<file path="src/rtl/div_scheduler_pkg.sv">
// Shared types and helpers for the shared-divider scheduler.
package div_scheduler_pkg;

   // Widest operand the sign helpers handle; callers truncate back to their width.
   localparam int unsigned MaxWidth = 64;
   typedef logic [MaxWidth-1:0] wide_t;

   // RISC-V funct3[1:0] encodings of the M-extension divide ops.
   typedef enum logic [1:0] {
      OP_DIV  = 2'b00,
      OP_DIVU = 2'b01,
      OP_REM  = 2'b10,
      OP_REMU = 2'b11
   } op_e;

   typedef enum logic [1:0] {StIdle, StIssue, StWait, StResp} state_e;

   function automatic logic is_signed_op(op_e op);
      return (op == OP_DIV) || (op == OP_REM);
   endfunction

   function automatic logic is_rem_op(op_e op);
      return (op == OP_REM) || (op == OP_REMU);
   endfunction

   // Two's-complement negate when neg is set; correct modulo 2^width after truncation.
   function automatic wide_t cond_neg(wide_t v, logic neg);
      return neg ? (~v + wide_t'(1)) : v;
   endfunction

   // Magnitude of a width-bit two's-complement value held zero-extended in v.
   function automatic wide_t abs_val(wide_t v, int unsigned width);
      return cond_neg(v, v[width-1]);
   endfunction

endpackage

</file>
<file path="src/rtl/div_scheduler_divider.sv">
// Iterative restoring divider, one quotient bit per cycle, valid/ready result handshake.
module div_scheduler_divider
   import div_scheduler_pkg::*;
#(
   parameter string       SIGNED        = "False",
   parameter int unsigned FRACTION_BITS = 0,
   parameter int unsigned DIV_SIZE      = 32
) (
   input  logic                clock,
   input  logic                reset,
   input  logic                start,
   output logic                ready_o,
   input  logic [DIV_SIZE-1:0] dividend,
   input  logic [DIV_SIZE-1:0] divisor,
   output logic                valid,
   input  logic                ready_i,
   output logic [DIV_SIZE-1:0] quotient,
   output logic [DIV_SIZE-1:0] remainder
);

   localparam bit          IsSigned = (SIGNED == "True");
   localparam int unsigned Steps    = DIV_SIZE + FRACTION_BITS;
   localparam int unsigned CntW     = $clog2(Steps + 1);

   logic                busy_q, busy_d, valid_q, valid_d;
   logic [CntW-1:0]     cnt_q, cnt_d;
   logic [Steps-1:0]    quo_q, quo_d;
   logic [DIV_SIZE-1:0] rem_q, rem_d, den_q, den_d, a_mag, b_mag;
   logic                negq_q, negq_d, negr_q, negr_d;
   logic [DIV_SIZE:0]   trial, diff;
   logic                ge;

   assign a_mag = IsSigned ? DIV_SIZE'(abs_val(wide_t'(dividend), DIV_SIZE)) : dividend;
   assign b_mag = IsSigned ? DIV_SIZE'(abs_val(wide_t'(divisor), DIV_SIZE)) : divisor;
   assign trial = {rem_q, quo_q[Steps-1]};
   assign diff  = trial - {1'b0, den_q};
   assign ge    = ~diff[DIV_SIZE];

   assign ready_o   = ~busy_q & ~valid_q;
   assign valid     = valid_q;
   assign quotient  = DIV_SIZE'(cond_neg(wide_t'(quo_q[DIV_SIZE-1:0]), negq_q));
   assign remainder = DIV_SIZE'(cond_neg(wide_t'(rem_q), negr_q));

   // Next state: load on start, shift-subtract while busy, hold result until taken.
   always_comb begin
      busy_d  = busy_q;
      valid_d = valid_q;
      cnt_d   = cnt_q;
      quo_d   = quo_q;
      rem_d   = rem_q;
      den_d   = den_q;
      negq_d  = negq_q;
      negr_d  = negr_q;
      if (start && ready_o) begin
         busy_d = 1'b1;
         cnt_d  = CntW'(Steps);
         quo_d  = Steps'(a_mag) << FRACTION_BITS;
         rem_d  = '0;
         den_d  = b_mag;
         negq_d = IsSigned && (dividend[DIV_SIZE-1] ^ divisor[DIV_SIZE-1]);
         negr_d = IsSigned && dividend[DIV_SIZE-1];
      end else if (busy_q) begin
         quo_d = {quo_q[Steps-2:0], ge};
         rem_d = ge ? diff[DIV_SIZE-1:0] : trial[DIV_SIZE-1:0];
         cnt_d = cnt_q - CntW'(1);
         if (cnt_q == CntW'(1)) begin
            busy_d  = 1'b0;
            valid_d = 1'b1;
         end
      end else if (valid_q && ready_i) begin
         valid_d = 1'b0;
      end
   end

   // State registers with synchronous reset.
   always_ff @(posedge clock) begin
      if (reset) begin
         busy_q  <= 1'b0;
         valid_q <= 1'b0;
         cnt_q   <= '0;
         quo_q   <= '0;
         rem_q   <= '0;
         den_q   <= '0;
         negq_q  <= 1'b0;
         negr_q  <= 1'b0;
      end else begin
         busy_q  <= busy_d;
         valid_q <= valid_d;
         cnt_q   <= cnt_d;
         quo_q   <= quo_d;
         rem_q   <= rem_d;
         den_q   <= den_d;
         negq_q  <= negq_d;
         negr_q  <= negr_d;
      end
   end

endmodule

</file>
<file path="src/rtl/div_scheduler.sv">
// Round-robin scheduler sharing one unsigned divider for DIV/DIVU/REM/REMU.
module div_scheduler
   import div_scheduler_pkg::*;
#(
   parameter int unsigned DATA_WIDTH = 32,
   parameter int unsigned NUM_REQ    = 2,
   parameter int unsigned ID_W       = $clog2(NUM_REQ)
) (
   input  logic                          clock,
   input  logic                          reset,
   input  logic [NUM_REQ-1:0]            req_valid,
   output logic [NUM_REQ-1:0]            req_ready,
   input  logic [2*NUM_REQ-1:0]          req_op,
   input  logic [DATA_WIDTH*NUM_REQ-1:0] req_numerator,
   input  logic [DATA_WIDTH*NUM_REQ-1:0] req_denominator,
   output logic [NUM_REQ-1:0]            resp_valid,
   input  logic [NUM_REQ-1:0]            resp_ready,
   output logic [DATA_WIDTH-1:0]         resp_result
);

   localparam logic [DATA_WIDTH-1:0] MinVal = {1'b1, {(DATA_WIDTH-1){1'b0}}};

   // First valid requester at or after ptr, wrapping; MSB of the result flags a hit.
   function automatic logic [ID_W:0] rr_pick(logic [NUM_REQ-1:0] vld, logic [ID_W-1:0] ptr);
      logic [ID_W:0] r;
      int            idx;
      r = '0;
      for (int i = int'(NUM_REQ) - 1; i >= 0; i--) begin
         idx = (int'(ptr) + i) % int'(NUM_REQ);
         if (vld[idx]) r = {1'b1, ID_W'(idx)};
      end
      return r;
   endfunction

   state_e                state_q, state_d;
   logic [ID_W-1:0]       rr_ptr_q, rr_ptr_d, id_q, id_d, grant;
   op_e                   op_q, op_d, g_op;
   logic [DATA_WIDTH-1:0] num_q, num_d, den_q, den_d, res_q, res_d;
   logic [DATA_WIDTH-1:0] g_num, g_den, g_res, fixed;
   logic                  found, g_special, q_neg, r_neg;

   logic                  div_start, div_in_ready, div_out_ready, div_valid;
   logic [DATA_WIDTH-1:0] div_a, div_b, div_quotient, div_remainder;

   // Arbitration and special-case detection on the currently granted request.
   always_comb begin
      {found, grant} = rr_pick(req_valid, rr_ptr_q);
      g_op      = op_e'(req_op[2*grant +: 2]);
      g_num     = req_numerator[DATA_WIDTH*grant +: DATA_WIDTH];
      g_den     = req_denominator[DATA_WIDTH*grant +: DATA_WIDTH];
      g_special = 1'b0;
      g_res     = '0;
      if (g_den == '0) begin
         g_special = 1'b1;
         g_res     = is_rem_op(g_op) ? g_num : '1;
      end else if (is_signed_op(g_op) && g_num == MinVal && g_den == '1) begin
         g_special = 1'b1;
         g_res     = is_rem_op(g_op) ? '0 : g_num;
      end
   end

   // The divider only ever sees magnitudes; signs are restored on capture.
   assign div_a = is_signed_op(op_q) ? DATA_WIDTH'(abs_val(wide_t'(num_q), DATA_WIDTH)) : num_q;
   assign div_b = is_signed_op(op_q) ? DATA_WIDTH'(abs_val(wide_t'(den_q), DATA_WIDTH)) : den_q;
   assign q_neg = is_signed_op(op_q) && (num_q[DATA_WIDTH-1] ^ den_q[DATA_WIDTH-1]);
   assign r_neg = is_signed_op(op_q) && num_q[DATA_WIDTH-1];
   assign fixed = is_rem_op(op_q) ? DATA_WIDTH'(cond_neg(wide_t'(div_remainder), r_neg))
                                  : DATA_WIDTH'(cond_neg(wide_t'(div_quotient), q_neg));

   assign resp_result = res_q;

   // FSM next state and handshake outputs; all outputs forced low while in reset.
   always_comb begin
      state_d       = state_q;
      rr_ptr_d      = rr_ptr_q;
      id_d          = id_q;
      op_d          = op_q;
      num_d         = num_q;
      den_d         = den_q;
      res_d         = res_q;
      req_ready     = '0;
      resp_valid    = '0;
      div_start     = 1'b0;
      div_out_ready = 1'b0;
      unique case (state_q)
         StIdle: begin
            if (found) begin
               req_ready[grant] = 1'b1;
               id_d  = grant;
               op_d  = g_op;
               num_d = g_num;
               den_d = g_den;
               if (g_special) begin
                  res_d   = g_res;
                  state_d = StResp;
               end else begin
                  state_d = StIssue;
               end
            end
         end
         StIssue: begin
            div_start = div_in_ready;
            if (div_in_ready) state_d = StWait;
         end
         StWait: begin
            div_out_ready = 1'b1;
            if (div_valid) begin
               res_d   = fixed;
               state_d = StResp;
            end
         end
         StResp: begin
            resp_valid[id_q] = 1'b1;
            if (resp_ready[id_q]) begin
               rr_ptr_d = (id_q == ID_W'(NUM_REQ - 1)) ? '0 : id_q + ID_W'(1);
               state_d  = StIdle;
            end
         end
         default: state_d = StIdle;
      endcase
      if (reset) begin
         req_ready     = '0;
         resp_valid    = '0;
         div_start     = 1'b0;
         div_out_ready = 1'b0;
      end
   end

   // State and latched-request registers with synchronous reset.
   always_ff @(posedge clock) begin
      if (reset) begin
         state_q  <= StIdle;
         rr_ptr_q <= '0;
         id_q     <= '0;
         op_q     <= OP_DIV;
         num_q    <= '0;
         den_q    <= '0;
         res_q    <= '0;
      end else begin
         state_q  <= state_d;
         rr_ptr_q <= rr_ptr_d;
         id_q     <= id_d;
         op_q     <= op_d;
         num_q    <= num_d;
         den_q    <= den_d;
         res_q    <= res_d;
      end
   end

   div_scheduler_divider #(
      .SIGNED       ("False"),
      .FRACTION_BITS(0),
      .DIV_SIZE     (DATA_WIDTH)
   ) u_divider (
      .clock    (clock),
      .reset    (reset),
      .start    (div_start),
      .ready_o  (div_in_ready),
      .dividend (div_a),
      .divisor  (div_b),
      .valid    (div_valid),
      .ready_i  (div_out_ready),
      .quotient (div_quotient),
      .remainder(div_remainder)
   );

endmodule

</file>
<file path="config.mk">
export PLATFORM = sky130hd
export DESIGN_NAME = div_scheduler
export DESIGN_NICKNAME = d
export VERILOG_FILES = /design/src/rtl/div_scheduler_pkg.sv /design/src/rtl/div_scheduler_divider.sv /design/src/rtl/div_scheduler.sv
export SDC_FILE = /design/constraint.sdc
export NUM_CORES = 1
export LEC_CHECK = 0
export BUFFER_PORTS_ARGS = -buffer_cell sky130_fd_sc_hd__buf_2
export CAP_MARGIN = 20
export CORE_AREA = 2 2 180 182
export CTS_CLUSTER_SIZE = 12
export DETAILED_ROUTE_END_ITERATION = 6
export DIE_AREA = 0 0 182 184
export PLACE_DENSITY = 0.73
export SKIP_LAST_GASP = 1
export SYNTH_ARGS = -nofsm -noshare
export SYNTH_HDL_FRONTEND = slang
export SYNTH_SLANG_ARGS = --single-unit
</file>
<file path="constraint.sdc">
create_clock -name clock -period 5.3 [get_ports clock]
set_input_delay 1.06 -clock clock [delete_from_list [all_inputs] [get_ports clock]]
set_output_delay 1.06 -clock clock [all_outputs]
set_load 0.005 [all_outputs]
</file>
==> metrics list <==
- Setup slack closes at 1.21 ns.
- Max rail drop VDD: 0.468 mV
- Total placed cells including tap cells: 2,276
* Maximum fanout along the worst path: 16
- Number of antenna violations at the first check in global routing: 0
- At the worst endpoint, the required time is 5.66 ns.
- The root buffer cell chosen for the clock tree is sky130_fd_sc_hd__clkbuf_16.
* Combined global-route utilization of all metal layers: 27.9%
* Clock sink count: 206
- EDFF count, synth: 0
* Final net count: 2,082
- DR vias/cell: 6.06
* Register share of total power: 24.9%
* Maximum number of pins on one net before global-route repair: 86
- Drt drc: 0
- TritonCTS clock tree: yes
* Full die area: 33,500 µm²
- Compared with the post-synthesis result, the final layout area differs by 13.3%.
- Share of total power in the clock network: 14.3%
* Via count of the first global-routing pass: 12,976
- The number of antenna diodes in the final layout is 0.
* Cell count after synthesis: 1,799
- Counting every net in the synthesized netlist gives 1,981.
* Number of cells traversed by the worst hold path: 2
* Terminating pin of the worst hold path: u_divider.den_q[0]
* Worst Setup Start Kind: register
* Number of search-and-repair iterations in the first detailed-routing pass: 7
* Minimum setup slack after placement: 0.972 ns
* Gpl congestion: 0.961
* Register area share after synthesis: 29.5%
- After synthesis the netlist holds a flip-flop and latch count of 206.
- Derived from the worst setup path, the maximum achievable clock frequency is 0.245 GHz.
- The count of buffers added on input and output ports is 173.
- Endpoint of the most critical register-to-register path: u_divider.rem_q[18]
- The number of max-slew violations in the final report is 0.
* Final Non-Filler Cells: 2,316
- In this run, CTS created clock tree buffers numbering 23.
* Share of layout cells above drive strength 1: 15.2%
- Clock Tree Buf Depth: 3
* Post-CTS Setup Bufs: 0
* CTS Hold Buffers Added: 0
- DRT Wirelength: 47,900 µm
- Unrepaired setup endpoints after global routing: no
* Final worst-path cycle share: 77.2%
* Run status: finished, final reports clean
- Summing all non-filler instances in the final layout gives an area of 15,800 µm².
- Area after detailed placement: 15,100 µm²
- Summed over all layers, the global routing overflow is 0.
- CTS built an H-tree with a depth of 1.
- The initial utilization of the core area, before any placement, comes to 44.5%.
* Total via count in the routed design: 14,036
- Final Hold Vio Count: 0
* Yosys cell types: 73
* Ratio of total power to cell area: 702 nW/µm²
- CP Class: register to register
* Type of destination of the critical path: register
- Setup violations remaining at the end of the flow were counted as 0.
- Number of DRC violations after detailed-routing iteration 0: 1,317
* Clock-pin slew of the registers on the worst-case setup and hold paths: 0.06 ns
- Floorplan row count: 65
- The clock period could shrink to 4.09 ns.
- For flop-to-flop paths, the worst setup slack is 1.21 ns.
- Detailed placement ended at an HPWL of 36,600 µm.
- Yosys warning total: 0
- Post-Syn Area per Cell: 7.76 µm²
- From left edge to right edge, the die measures 182 µm.
* Setup Skew: 0.0238 ns
- Across the run, the number of max-cap violations was 0.
* Async set-or-reset flop fraction in the synthesized netlist: 0%
* Switching share of total power: 49.0%
* Post-route core utilization: 50.4%
- The die is 184 µm tall.
- For this design the top-level I/O count stands at 174.
* Clock latency on the worst-skew pair: 0.52 ns
* Netlist area before placement: 14,000 µm²
- Total power of the final layout: 11.1 mW
- The startpoint identified for the worst register-to-register timing path is u_divider.rem_q[0].
- Worst reg-to-reg path cell count: 11
- Setup TNS: 0 ns
- Number of instances resized during post-cts repair: 0
- For the pin with the worst max-slew slack, the measured transition is 1.05 ns.
- Internal power comes to 5.67 mW.
- Worst relative slew slack: 29.3%
- The analysis attributes to cell leakage a power of 6.34 nW.
- Dividing the detail-routed wire length by the instance count gives 20.7 µm.
- Top_reg_cell synth: sky130_fd_sc_hd__dfxtp_1
- Switching power: 5.45 mW
* Global-route wire length before repair: 73,700 µm
- Smallest hold slack: 0.485 ns
- The detail route stage leaves a number of antenna-violating nets equal to 0.
* Arrival @ worst endpoint: 4.45 ns
* Worst hold-check path type: register to register
- Hold wc startpoint: u_divider.den_q[0]
* Core outline area: 31,400 µm²
* Part of the total power dissipated in combinational logic: 60.8%
layer usage:
layer	GRT usage (%)	part of all wire [%]
met1	37.6	43
met4	11.9	4.4
met3	3.01	7.9
met2	45.2	45
met5	0	0
Yosys cell counts (14+ instances only):
library cell	count	share of area [%]
sky130_fd_sc_hd__nor2b_1	14	0.63
sky130_fd_sc_hd__a211oi_1	107	5.8
sky130_fd_sc_hd__o31ai_1	18	0.97
sky130_fd_sc_hd__nor4_1	39	1.7
sky130_fd_sc_hd__ha_1	43	3.9
sky130_fd_sc_hd__nand3_1	21	0.75
sky130_fd_sc_hd__dfxtp_1	206	30
sky130_fd_sc_hd__a22oi_1	32	1.7
sky130_fd_sc_hd__nand4_1	17	0.76
sky130_fd_sc_hd__nor2_1	233	6.3
sky130_fd_sc_hd__nand2b_1	20	0.90
sky130_fd_sc_hd__o21ai_0	91	3.3
sky130_fd_sc_hd__nand2_1	155	4.2
sky130_fd_sc_hd__xor2_1	62	3.9
sky130_fd_sc_hd__nor3_1	28	1.0
sky130_fd_sc_hd__a31oi_1	16	0.72
sky130_fd_sc_hd__xnor2_1	75	4.7
sky130_fd_sc_hd__mux2i_1	76	5.4
sky130_fd_sc_hd__a21oi_1	147	5.3
sky130_fd_sc_hd__inv_1	62	1.7
sky130_fd_sc_hd__a211oi_2	17	1.5
sky130_fd_sc_hd__o211ai_1	22	1.2
sky130_fd_sc_hd__clkbuf_1	95	2.6
cell usage in the layout, fill, tap and decap left out, types with 23 or more instances in the layout:
cell,netlist,final
sky130_fd_sc_hd__nor2_1,233,232
sky130_fd_sc_hd__a211oi_1,107,107
sky130_fd_sc_hd__inv_1,62,62
sky130_fd_sc_hd__a22oi_1,32,32
sky130_fd_sc_hd__nor3_1,28,28
sky130_fd_sc_hd__dfxtp_1,206,204
sky130_fd_sc_hd__xnor2_1,75,75
sky130_fd_sc_hd__ha_1,43,43
sky130_fd_sc_hd__clkbuf_16,0,23
sky130_fd_sc_hd__nand2_1,155,155
sky130_fd_sc_hd__nor4_1,39,39
sky130_fd_sc_hd__buf_2,6,172
sky130_fd_sc_hd__o21ai_0,91,90
sky130_fd_sc_hd__a21oi_1,147,147
sky130_fd_sc_hd__xor2_1,62,61
sky130_fd_sc_hd__mux2i_1,76,76
worst max-delay path by stage:
| stage | start | to | slack [ns] | depth (start not counted) |
|---|---|---|---|---|
| final | u_divider.rem_q[0] | u_divider.rem_q[18] | 1.21 | 11 |
| after global routing | u_divider.rem_q[0] | u_divider.rem_q[19] | 1.04 | 11 |
| after CTS | u_divider.rem_q[0] | u_divider.rem_q[18] | 1.37 | 11 |
| after detailed placement | req_numerator[25] | resp_result[22] | 0.97 | 12 |
| after global placement | req_numerator[12] | resp_result[14] | 1.01 | 12 |
| after floorplan | req_valid[0] | req_ready[1] | 1.74 | 6 |
final cells by class:
cell class	count	area, µm²
multi-input cells	1413	9160
fillers	3087	15600
well taps	402	503
repair buffers	194	1070
clock buffers	35	691
inverters	62	233
flip-flops and latches	206	4130
clock inverters	4	47.5
critical path, cell delays in order (launching register included):
cell and delay [ns]:
sky130_fd_sc_hd__dfxtp_1 0.48, sky130_fd_sc_hd__inv_1 0.14, sky130_fd_sc_hd__fa_1 0.45, sky130_fd_sc_hd__nand2b_1 0.21
sky130_fd_sc_hd__a21oi_1 0.32, sky130_fd_sc_hd__o21ai_0 0.23, sky130_fd_sc_hd__a21oi_1 0.35, sky130_fd_sc_hd__nor4b_1 0.15
sky130_fd_sc_hd__o31a_2 0.43, sky130_fd_sc_hd__xnor2_2 0.83, sky130_fd_sc_hd__mux2i_1 0.27, sky130_fd_sc_hd__a21oi_1 0.09
power by group through the flow:
stage          clock network (mW)  logic, mW  registers (mW)
5_1_grt                      1.67       7.46            2.85
3_5_place_dp                    0       6.58            2.79
3_3_place_gp                    0       6.46            2.76
6_report                     1.59       6.76            2.77
2_1_floorplan                   0       5.14            2.57
4_1_cts                      1.61       6.62            2.76
flip-flops by register name (all words and copies together), names as in the netlist:
register          cells
op_q                  2
den_q                32
state_q               2
u_divider.valid       1
u_divider.quo_q      32
u_divider.den_q      32
u_divider.rem_q      32
num_q                32
resp_result          32
u_divider.busy_q      1
rr_ptr_q              1
id_q                  1
u_divider.cnt_q       6
logic make-up (layout without fill, tap and decap cells):
kind of cell	count (synthesis)	count (layout)	synth area share (%)
flops	206	206	29.5
simple gates	620	620	21.3
buf+inv	180	295	5.16
xor+xnor	138	138	8.71
mux	77	77	5.53
fa+ha+maj	44	44	4.00
compound gates	534	534	25.8
Note: power is estimated with default switching activity, not from simulation.
